File: config.mk
export PLATFORM = sky130hd
export DESIGN_NAME = mips_reg_write_ctrl
export DESIGN_NICKNAME = d
export VERILOG_FILES = /design/src/rtl/mips_pkg.sv /design/src/rtl/mips_reg_write_ctrl_rr_arbiter.sv /design/src/rtl/mips_reg_write_ctrl.sv
export SDC_FILE = /design/constraint.sdc
export NUM_CORES = 1
export LEC_CHECK = 0
export CORE_UTILIZATION = 33
export CTS_CLUSTER_DIAMETER = 150
export DETAILED_ROUTE_END_ITERATION = 8
export GPL_TIMING_DRIVEN = 0
export PLACE_DENSITY = 0.74
export SLEW_MARGIN = 20
export SYNTH_ARGS = -nofsm -noshare
export SYNTH_HDL_FRONTEND = slang
export SYNTH_SLANG_ARGS = --single-unit
File: constraint.sdc
create_clock -name Clk -period 1.7 [get_ports Clk]
set_clock_uncertainty 0.2 [all_clocks]
set_input_delay 0.425 -clock Clk [delete_from_list [all_inputs] [get_ports Clk]]
set_output_delay 0.425 -clock Clk [all_outputs]
set_load 0.01 [all_outputs]
File: src/rtl/mips_pkg.sv
// Shared MIPS register-file constants and the write-controller state type.
//   REG_ADDR_W / REG_DATA_W / NUM_REGS : register file geometry
//   REG_ZERO                           : hard-wired $zero address
//   state_e                            : write-controller state (clear / run)
package mips_pkg;

    localparam int unsigned REG_ADDR_W = 5;
    localparam int unsigned REG_DATA_W = 32;
    localparam int unsigned NUM_REGS   = 32;
    localparam logic [REG_ADDR_W-1:0] REG_ZERO = 5'd0;

    typedef enum logic {
        ST_CLEAR = 1'b0,
        ST_RUN   = 1'b1
    } state_e;

endpackage

File: src/rtl/mips_reg_write_ctrl_rr_arbiter.sv
// Combinational round-robin arbiter.
//   req       : request vector, one bit per requester
//   ptr       : index of the requester that currently has top priority
//   grant     : one-hot grant of the first requester at or after ptr (or 0)
//   grant_idx : index of the granted requester (0 when nothing is granted)
module rr_arbiter #(
    parameter int unsigned N     = 2,
    parameter int unsigned PTR_W = (N > 1) ? $clog2(N) : 1
) (
    input  logic [N-1:0]     req,
    input  logic [PTR_W-1:0] ptr,
    output logic [N-1:0]     grant,
    output logic [PTR_W-1:0] grant_idx
);

    logic        found;
    int unsigned idx;

    // Walk the requesters starting at ptr, wrapping modulo N; first hit wins.
    always_comb begin
        grant     = '0;
        grant_idx = '0;
        found     = 1'b0;
        idx       = 0;
        for (int unsigned k = 0; k < N; k++) begin
            idx = (32'(ptr) + k) % N;
            if (!found && req[idx]) begin
                found      = 1'b1;
                grant[idx] = 1'b1;
                grant_idx  = PTR_W'(idx);
            end
        end
    end

endmodule

File: src/rtl/mips_reg_write_ctrl.sv
// Write-port controller for the MIPS register file.
// After Reset it writes zero to registers 1..NUM_REGS-1 (one per cycle), then
// shares the single write port between NUM_REQ writeback sources with
// round-robin arbitration and a valid/ready handshake.
//   Clk, Reset  : clock (rising edge), synchronous active-high reset
//   req_valid   : per-requester write request
//   req_addr    : packed addresses, requester i at [i*ADDR_W +: ADDR_W]
//   req_data    : packed data, requester i at [i*DATA_W +: DATA_W]
//   req_ready   : one-hot combinational grant (all 0 during the clear)
//   RegWrite    : registered register-file write enable
//   WriteAddr   : registered register-file write address
//   WriteData   : registered register-file write data
//   init_done   : registered, high once the clear has completed
module mips_reg_write_ctrl
    import mips_pkg::*;
#(
    parameter int unsigned NUM_REQ  = 2,
    parameter int unsigned ADDR_W   = mips_pkg::REG_ADDR_W,
    parameter int unsigned DATA_W   = mips_pkg::REG_DATA_W,
    parameter int unsigned NUM_REGS = mips_pkg::NUM_REGS
) (
    input  logic                       Clk,
    input  logic                       Reset,
    input  logic [NUM_REQ-1:0]         req_valid,
    input  logic [NUM_REQ*ADDR_W-1:0]  req_addr,
    input  logic [NUM_REQ*DATA_W-1:0]  req_data,
    output logic [NUM_REQ-1:0]         req_ready,
    output logic                       RegWrite,
    output logic [ADDR_W-1:0]          WriteAddr,
    output logic [DATA_W-1:0]          WriteData,
    output logic                       init_done
);

    localparam int unsigned PTR_W = (NUM_REQ > 1) ? $clog2(NUM_REQ) : 1;
    localparam logic [ADDR_W-1:0] LAST_ADDR = ADDR_W'(NUM_REGS - 1);

    state_e              state_q, state_d;
    logic [ADDR_W-1:0]   clr_addr_q, clr_addr_d;
    logic [PTR_W-1:0]    rr_ptr_q, rr_ptr_d;
    logic                reg_write_q, reg_write_d;
    logic [ADDR_W-1:0]   write_addr_q, write_addr_d;
    logic [DATA_W-1:0]   write_data_q, write_data_d;
    logic                init_done_q, init_done_d;

    logic [NUM_REQ-1:0]  grant;
    logic [PTR_W-1:0]    grant_idx;
    logic                fire;
    logic [ADDR_W-1:0]   sel_addr;
    logic [DATA_W-1:0]   sel_data;

    rr_arbiter #(
        .N     (NUM_REQ),
        .PTR_W (PTR_W)
    ) u_arb (
        .req       (req_valid),
        .ptr       (rr_ptr_q),
        .grant     (grant),
        .grant_idx (grant_idx)
    );

    assign req_ready = (state_q == ST_RUN) ? grant : '0;
    assign fire      = |(req_valid & req_ready);
    assign sel_addr  = req_addr[32'(grant_idx)*ADDR_W +: ADDR_W];
    assign sel_data  = req_data[32'(grant_idx)*DATA_W +: DATA_W];

    // State register and all datapath flops.
    always_ff @(posedge Clk) begin
        if (Reset) begin
            state_q      <= ST_CLEAR;
            clr_addr_q   <= ADDR_W'(1);
            rr_ptr_q     <= '0;
            reg_write_q  <= 1'b0;
            write_addr_q <= '0;
            write_data_q <= '0;
            init_done_q  <= 1'b0;
        end else begin
            state_q      <= state_d;
            clr_addr_q   <= clr_addr_d;
            rr_ptr_q     <= rr_ptr_d;
            reg_write_q  <= reg_write_d;
            write_addr_q <= write_addr_d;
            write_data_q <= write_data_d;
            init_done_q  <= init_done_d;
        end
    end

    // Next-state logic.
    always_comb begin
        state_d = state_q;
        case (state_q)
            ST_CLEAR: if (clr_addr_q == LAST_ADDR) state_d = ST_RUN;
            ST_RUN:   state_d = ST_RUN;
            default:  state_d = ST_CLEAR;
        endcase
    end

    // Output / datapath next values.
    always_comb begin
        clr_addr_d   = clr_addr_q;
        rr_ptr_d     = rr_ptr_q;
        reg_write_d  = 1'b0;
        write_addr_d = write_addr_q;
        write_data_d = write_data_q;
        init_done_d  = init_done_q;
        case (state_q)
            ST_CLEAR: begin
                reg_write_d  = 1'b1;
                write_addr_d = clr_addr_q;
                write_data_d = '0;
                clr_addr_d   = clr_addr_q + ADDR_W'(1);
                if (clr_addr_q == LAST_ADDR) init_done_d = 1'b1;
            end
            ST_RUN: begin
                if (fire) begin
                    // A $zero write is consumed but never enabled.
                    reg_write_d  = (sel_addr != ADDR_W'(REG_ZERO));
                    write_addr_d = sel_addr;
                    write_data_d = sel_data;
                    rr_ptr_d     = PTR_W'((32'(grant_idx) + 32'd1) % NUM_REQ);
                end
            end
            default: ;
        endcase
    end

    assign RegWrite  = reg_write_q;
    assign WriteAddr = write_addr_q;
    assign WriteData = write_data_q;
    assign init_done = init_done_q;

endmodule

Yosys cells after proc, flatten, opt, wreduce, memory -nomap -nowiden
Cells that the tools add are included.

storage, ports and cells
  bits of input ports = 78
  word-level logic and storage cells = 52
  ROM bits = 0
  memories = 0
  bits in writable memories = 0
  bits in latches = 0
  output and inout port bits = 41
  flip-flop bits (word level) = 46

operators by class
  bitwise logic cells = 3
  eq/ne operators = 2
  add/subtract/negate cells = 3
  muxes and demuxes = 22
  div/mod/pow operators = 0
  shift operators = 2
  reductions and logical operators = 8
  $mul = 1
  order comparisons = 4

operator list
  operator               count
  $pmux W32 S2           1
  $shiftx A64 B7 Y32     1
  $mux W32               1
  $mux W1                11
  $pmux W5 S2            1
  $shiftx A10 B5 Y5      1
  $mux W2                3
  $add A5 B1 Y5 const B  1
  $eq A5 B5 Y1 const B   1
  $mux W5                1
  $reduce_bool A5 Y1     1
  $lt A1 B2 Y1 const B   2
  $mul A1 B3 Y4 const B  1
  $pmux W1 S2            2
  $reduce_and A2 Y1      2
  $logic_and A1 B1 Y1    3
  $add A1 B1 Y1 const B  2
  $and A2 B2 Y2          1
  $demux W1 S1           2
  $ge A1 B1 Y1 const B   2
  $ne A2 B1 Y1 const B   1
  $or A2 B2 Y2           1
  $reduce_or A2 Y1       1
  $logic_not A1 Y1       1
  $not A1 Y1             1

Logic depth before layout (Yosys ltp)
Gate-level depths: netlist of run 1.

  depth after elaboration = 12
  gate-level depth with buffers = 6

Hierarchy
Synthesis of run 1 repeated with hierarchy kept, for this count alone.

second synthesis, totals
  cell total of the unflattened synthesis = 217
  area, all modules = 2195.9 um2

modules (own cells, without submodules)
  module               sequential area each (um2)  cells each  area an instance (um2)  instances
  mips_reg_write_ctrl  920.9                       213         2165.8                  1
  rr_arbiter           0.0                         4           30.0                    1

Worst setup path before layout of run 1
OpenSTA, ideal clock, no wires.

  path kind = input-to-output
  start point = in req_valid[1]
  end point = out req_ready[0]
  arrival time = 1278 ps
  stages = 4
  buffers on the path = 2
  path slack = -203 ps
  cells stage by stage = buf_2 > a21boi_1 > buf_2 > and2_1

between the ends
  word-level cells in the longest chain between the ends = 7

RTL lines
  what                                         RTL line                              text
  from (decl)                                  mips_reg_write_ctrl.sv:24             input logic [NUM_REQ-1:0] req_valid,
  $mux W1 (implied by the code) (2 in series)  mips_reg_write_ctrl_rr_arbiter.sv:27  if (!found && req[idx]) begin
  $mux W1                                      mips_reg_write_ctrl_rr_arbiter.sv:27
  $logic_not A1 Y1                             mips_reg_write_ctrl_rr_arbiter.sv:27
  $logic_and A1 B1 Y1                          mips_reg_write_ctrl_rr_arbiter.sv:27
  $mux W2 (*)                                  mips_reg_write_ctrl_rr_arbiter.sv:27
  $mux W2 (*)                                  mips_reg_write_ctrl.sv:61             assign req_ready = (state_q == ST_RUN) ? grant : '0;
  to (decl)                                    mips_reg_write_ctrl.sv:27             output logic [NUM_REQ-1:0] req_ready,

Mark *: on every way between the ends. The rest lies on a longest branch, timed or not. The select of a mux whose other input is x is not followed.

Final worst setup path of run 1
  start point = reg state_q
  end point = out req_ready[1]

between the ends
  word-level cells in the longest chain between the ends = 1

RTL lines
  what                    RTL line                   text
  from (decl)             mips_reg_write_ctrl.sv:37  state_e state_q, state_d;
  from (signal assigned)  mips_reg_write_ctrl.sv:77  state_q <= state_d;
  $mux W2                 mips_reg_write_ctrl.sv:61

No other way between the ends.

==> impl_metrics.py, run 1 <==
metrics = {
    "cts": {
        "htreeDepth": 2,
        "worstSkewPairLatency_ps": 290,
        "cts_buffers": 5,
        "cts_root_buffer": "clkbuf_8",
        "clock_path_buffers": 2,
        "cts_sinks": 46,
        "clk_pin_slew_ps": 80,
        "cts_tree": "built",
    },
    "sta": {
        "layout_min_cycle_time_ps": 1740,
        "slew_violations": 0,
        "post-route-period-util_pct": 102.3,
        "layout_setup_ws_ps": -39.85,
        "tns_ps": -62.19,
        "setup_viol": 2,
        "rsz0062_at_grt": "true",
        "worstMarginPinSlew_ps": 455.3,
        "whs_ps": 245.0,
        "fmax_ghz": 0.5748,
        "final-hold-violation-count": 0,
        "max-slew-margin-rel_pct": 69.65,
    },
    "synthesis": {
        "syn_area_mm2": 0.001964,
        "yosys_warnings": 0,
        "syn_nets": 307,
        "yosysMostFrequentCell": "dfxtp_1",
        "synth.avg_cell_area_um2": 8.654,
        "synthTopCellsByArea": "dfxtp_1 (47%), a22oi_1 (13%), o21ai_0 (7.9%), nand2_1 (7.1%), nor2_1 (2.9%)",
        "synthTopCellsByCount": "dfxtp_1 (46), nand2_1 (37), a22oi_1 (33)",
        "async_flop_share_pct": 0,
        "ys_types": 31,
        "synth_edf_count": 0,
        "synth_seq_area_share_pct": 46.88,
        "synthFlopType": "dfxtp_1",
        "synth_seq_cells": 46,
        "synth_top_area_cell": "dfxtp_1",
        "synth_top_cell_area_share_pct": 46.88,
        "synthCells": 227,
    },
    "finish": {
        "utilization_pct": 62.18,
        "drive_above_1_share_pct": 14.99,
        "syn_to_final_growth_pct": 77.52,
        "n_antenna_cell": 0,
        "fin_nets": 446,
    },
    "grt": {
        "grt_pass1_wl_mm": 9.370,
        "grt_usage_pct": 19.08,
        "grt_antenna_before_repair": 0,
        "grt_max_degree": 15,
        "grt_pass1_vias": 2033,
        "grt_overflow": 0,
    },
    "routing": {
        "drc_errors": 0,
        "num_vias": 2165,
        "detail-route-antenna-nets": 0,
        "first_iter_violations": 66,
        "wl_per_cell_um": 13.67,
        "dr.pass1.iters": 6,
        "vias_per_cell": 4.932,
        "drt-total-wl_mm": 6.002,
    },
    "worst_setup_path": {
        "worstSetupPathType": "flip-flop to primary output",
        "crit_path_end_kind": "primary output",
        "rr_startpoint": "state_q$_SDFF_PP0_",
        "critPathMaxFanout": 5,
        "crit_arrival_ps": 1110,
        "r2r-end": "WriteAddr[1]$_SDFFE_PP0P_",
        "reg2reg_slack_ps": 50,
        "cp-startpoint": "state_q$_SDFF_PP0_",
        "ff2ff_path_depth": 5,
        "worst_setup_path_start_kind": "flip-flop",
        "cp_data_required_time_ps": 1070,
        "critPathCapture": "req_ready[1]",
    },
    "placement": {
        "hpwl_mm": 4.382,
        "place_ws_ps": -1100,
        "numPortBuffers": 117,
        "gp_congestion": 0.7668,
    },
    "status": {
        "violations": "negative setup slack",
        "status": "finished, violations left",
    },
    "pwr": {
        "power_uw": 2245,
        "vdd_ir_drop_max_mv": 0.3467,
        "p_leak_uw": 0.001507,
        "powerDensity_mw_per_mm2": 643.8,
    },
    "die": {
        "fp.dieH_um": 79.16,
        "die_x_um": 79.16,
        "start_util_pct": 35.03,
        "core_area_mm2": 0.005608,
        "rows": 27,
        "die_area_mm2": 0.006266,
        "ios": 119,
    },
    "worst_hold_path": {
        "worstHoldPathType": "flip-flop to flip-flop",
    },
    "flow_run": {
        "cap_violations": 0,
    },
}
placed cells by master, fill, tap and decap left out, types with 2 or more instances in the layout:
cell type / count
clkbuf_8: 5
clkbuf_2: 4
a22oi_1: 32
o41ai_1: 4
nand2b_4: 2
xor2_1: 2
o21ai_1: 8
mux2i_1: 3
buf_6: 6
nand3b_1: 4
nor2_1: 14
o21ai_0: 29
nor2b_1: 2
dfxtp_1: 44
buf_4: 19
dlygate4sd2_1: 39
nand2_1: 37
ha_1: 2
a21oi_1: 5
clkinv_2: 2
buf_2: 3
nor4_1: 2
clkdlybuf4s50_1: 74
clkbuf_1: 5
power by group:
| part | switching, uW | total, uW | internal [uW] |
|---|---|---|---|
| logic | 119 | 354 | 235 |
| registers | 12.7 | 1100 | 1090 |
| clock network | 354 | 786 | 433 |
worst min path at each step:
stage                                     from                          to  cells past startpoint  slack (ps)
floorplan           WriteData[19]$_SDFFE_PP0P_  WriteData[19]$_SDFFE_PP0P_                      2         270
global placement    WriteData[21]$_SDFFE_PP0P_  WriteData[21]$_SDFFE_PP0P_                      2         230
detailed placement  WriteData[19]$_SDFFE_PP0P_  WriteData[19]$_SDFFE_PP0P_                      2         240
CTS                  WriteData[2]$_SDFFE_PP0P_   WriteData[2]$_SDFFE_PP0P_                      2         250
global route         WriteData[2]$_SDFFE_PP0P_   WriteData[2]$_SDFFE_PP0P_                      2         270
finish               WriteData[2]$_SDFFE_PP0P_   WriteData[2]$_SDFFE_PP0P_                      2         250
worst max-delay path, stage by stage (launching register included):
cell        delay (ps)
dfxtp_2            350
buf_6              110
clkinvlp_4         140
nor2_4             120
buf_6              110
registers in the layout (all words and copies together), names as in the netlist:
| signal | flops |
|---|---|
| RegWrite | 1 |
| WriteAddr | 5 |
| WriteData | 32 |
| clr_addr_q | 5 |
| init_done | 1 |
| rr_ptr_q | 1 |
| state_q | 1 |
repair_timing:
action	CTS	global route
hold buffers	0	0
setup buffers	6	11
resized for setup	74	16
pin swaps	1	2
endpoints found under the setup margin	79	34
logic make-up (layout without fill, tap and decap cells):
group                      after synthesis  count (layout)  synth area share [%]
and+or+nand+nor                         70              70                 17.07
adders and majority gates                2               2                 1.274
muxes                                    4               4                 2.293
xor gates and xnor gates                 3               3                 1.338
buffers and inverters                   20             160                 4.586
AOI/OAI and AO/OA                       82              82                 26.56
DFF                                     46              46                 46.88
final cells by class:
cell class / instances / area (um2)
fill: 542 / 2121
timing repair buffer: 134 / 1249
multi-input combinational: 161 / 993.5
sequential: 46 / 925.9
buffer: 17 / 112.6
tap: 72 / 90.09
clock buffer: 5 / 68.82
clock inverter: 3 / 40.04
inverter: 1 / 7.507
routing by layer:
layer / GRT usage (%) / part of all wire (%) / up-vias
li1: - / - / 1085
met4: 5.455 / 1.2 / 0
met5: 0 / 0 / -
met2: 34.74 / 51 / 81
met1: 21.51 / 41 / 991
met3: 5.287 / 7.4 / 8
metrics by stage:
step / area (um2) / instances
floorplan: 1984 / 227
global placement: 3246 / 416
detailed placement: 3246 / 416
CTS: 3397 / 430
global route: 3487 / 439
finish: 3487 / 439
No activity file was read; power rests on OpenSTA's default activity.
==> inputs of run 2 (changes only) <==
Settings changed: PLACE_DENSITY 0.74 to 0.75.
==> impl_metrics.py, run 2 (synthesized netlist as in run 1, its figures left out) <==
metrics = {
    "finish": {
        "fin_nets": 441,
        "utilization_pct": 61.09,
        "syn_to_final_growth_pct": 74.40,
        "n_antenna_cell": 0,
        "drive_above_1_share_pct": 12.98,
        "layout_commonest_cell": "clkdlybuf4s50_1",
        "largest_reg_flops": 32,
        "final_cell_mix": "clkdlybuf4s50_1 (74), dfxtp_1 (44), dlygate4sd2_1 (39)",
    },
    "worst_setup_path": {
        "crit_family": "buffers and inverters",
        "crit_path_end_kind": "primary output",
        "critPathMaxFanout": 5,
        "cp_slowest_cell": "dfxtp_2",
        "worst_setup_path_start_kind": "flip-flop",
        "crit_cells": 4,
        "crit_arrival_ps": 1130,
        "worstSetupPathType": "flip-flop to primary output",
        "worstPathCellList": "buf_4, inv_1, nor2_4, buf_6",
        "cp_data_required_time_ps": 1070,
        "rr_startpoint": "rr_ptr_q$_SDFFE_PP0P_",
        "ff2ff_path_depth": 5,
        "worst_path_largest_cell_delay_ps": 330,
        "cp-startpoint": "state_q$_SDFF_PP0_",
        "crit_buf_inv": 3,
    },
    "sta": {
        "rsz0062_at_grt": "true",
        "final-hold-violation-count": 0,
        "layout_setup_ws_ps": -57.39,
        "fmax_ghz": 0.5690,
        "max-slew-margin-rel_pct": 68.71,
        "layout_min_cycle_time_ps": 1757,
        "setup_viol": 2,
        "post-route-period-util_pct": 103.4,
        "worstMarginPinSlew_ps": 469.3,
        "slew_violations": 0,
        "whs_ps": 246.1,
    },
    "pwr": {
        "p_comb_share_pct": 16.5,
        "powerDensity_mw_per_mm2": 623.2,
        "p_sw_uw": 479.1,
        "p_int_uw": 1656,
        "vdd_ir_drop_max_mv": 0.3480,
        "clkPwrFrac_pct": 31.7,
        "sequentialPowerShare_pct": 51.8,
        "swShare_pct": 22.44,
        "p_leak_uw": 0.001477,
    },
    "routing": {
        "vias_per_cell": 4.926,
        "first_iter_violations": 66,
        "detail-route-antenna-nets": 0,
        "wl_per_cell_um": 13.86,
        "drc_errors": 0,
        "num_vias": 2138,
        "drt-total-wl_mm": 6.015,
        "met2_wirelength_mm": 3.112,
        "top_layer": "met4",
        "dr.pass1.iters": 4,
        "dr_wl_met3_um": 457,
        "wl_met1_mm": 2.415,
    },
    "die": {
        "die_x_um": 79.16,
        "start_util_pct": 35.03,
        "ios": 119,
        "die_area_mm2": 0.006266,
        "rows": 27,
        "core_area_mm2": 0.005608,
        "fp.dieH_um": 79.16,
    },
    "placement": {
        "gp_congestion": 0.7420,
        "numPortBuffers": 117,
        "hpwl_mm": 4.428,
    },
    "worst_hold_path": {
        "worstHoldPathType": "flip-flop to flip-flop",
        "hold_depth": 2,
        "min_from": "WriteData[2]$_SDFFE_PP0P_",
    },
    "status": {
        "violations": "negative setup slack",
        "status": "finished, violations left",
    },
    "grt": {
        "grt_pass1_wl_mm": 9.308,
        "grt_overflow": 0,
        "grt_pass1_vias": 2134,
        "grt_antenna_before_repair": 0,
        "grt_max_degree": 14,
        "grt_usage_pct": 19.02,
    },
    "cts": {
        "cts_tree": "built",
        "clk_pin_slew_ps": 80,
        "clock_path_buffers": 2,
        "cts_root_buffer": "clkbuf_8",
        "cts_sinks": 46,
        "htreeDepth": 2,
        "cts_buffers": 5,
        "worstSkewPairLatency_ps": 300,
    },
    "flow_run": {
        "cap_violations": 0,
    },
}
-- run 2: worst register-to-register path, cell delays in order, from the launching register on --
cell and delay (ps):
dfxtp_4 370, nor2b_4 120, nand2b_4 150, buf_4 150
mux2_4 300, a311oi_2 210
-- run 2: per-layer routing --
layer	track usage [%]	vias up
met1	20.06	977
met5	0	-
met4	6.545	0
li1	-	1079
met2	36.55	78
met3	4.253	4
-- run 2: timing repair --
item | 4_1_cts | 5_1_grt
resized for setup | 77 | 6
setup endpoints to repair | 79 | 27
cloned | 0 | 0
buffers inserted | 8 | 4
hold buffers | 0 | 0
pin swaps | 1 | 1
-- run 2: metrics by stage --
step	setup WS, ps	instances	power (uW)	cell area, um2	setup TNS (ps)
after global routing	-113.7	434	2247	3426	-181.7
final	-57.39	434	2135	3426	-84.76
after floorplan	11.05	227	1251	1984	0
after global placement	-1077	416	1469	3246	-22050
after detailed placement	-1078	416	1474	3246	-23810
after CTS	-86.92	432	2163	3401	-172.5
-- run 2: area by class of cell --
type	instances	area, um2
clock inverter	1	5.005
fill	530	2182
sequential	46	925.9
tap	72	90.09
clock buffer	7	86.33
multi-input combinational	161	994.7
buffer	17	108.9
inverter	1	3.754
timing repair buffer	129	1211
-- run 2: power by group through the flow --
stage                     Sequential, uW  Combinational, uW  Clock (uW)
final                               1110                353         677
after global routing                1110                384         755
after CTS                           1110                357         700
after detailed placement            1130                341           0
after floorplan                     1130                117           0
after global placement              1130                337           0
-- run 2: worst paths after layout --
| path | slack, ps | endpoint |
|---|---|---|
| min reg2reg | 250 | WriteData[2]$_SDFFE_PP0P_ |
| min | 250 | WriteData[2]$_SDFFE_PP0P_ |
| max reg2reg | 100 | RegWrite$_SDFF_PP0_ |
| max | -60 | req_ready[1] |
==> inputs of run 3 (changes only) <==
Settings changed: SLEW_MARGIN 20 to default.
==> results of run 3 <==
The final DEF is identical to that of run 2; final timing and power are the same.
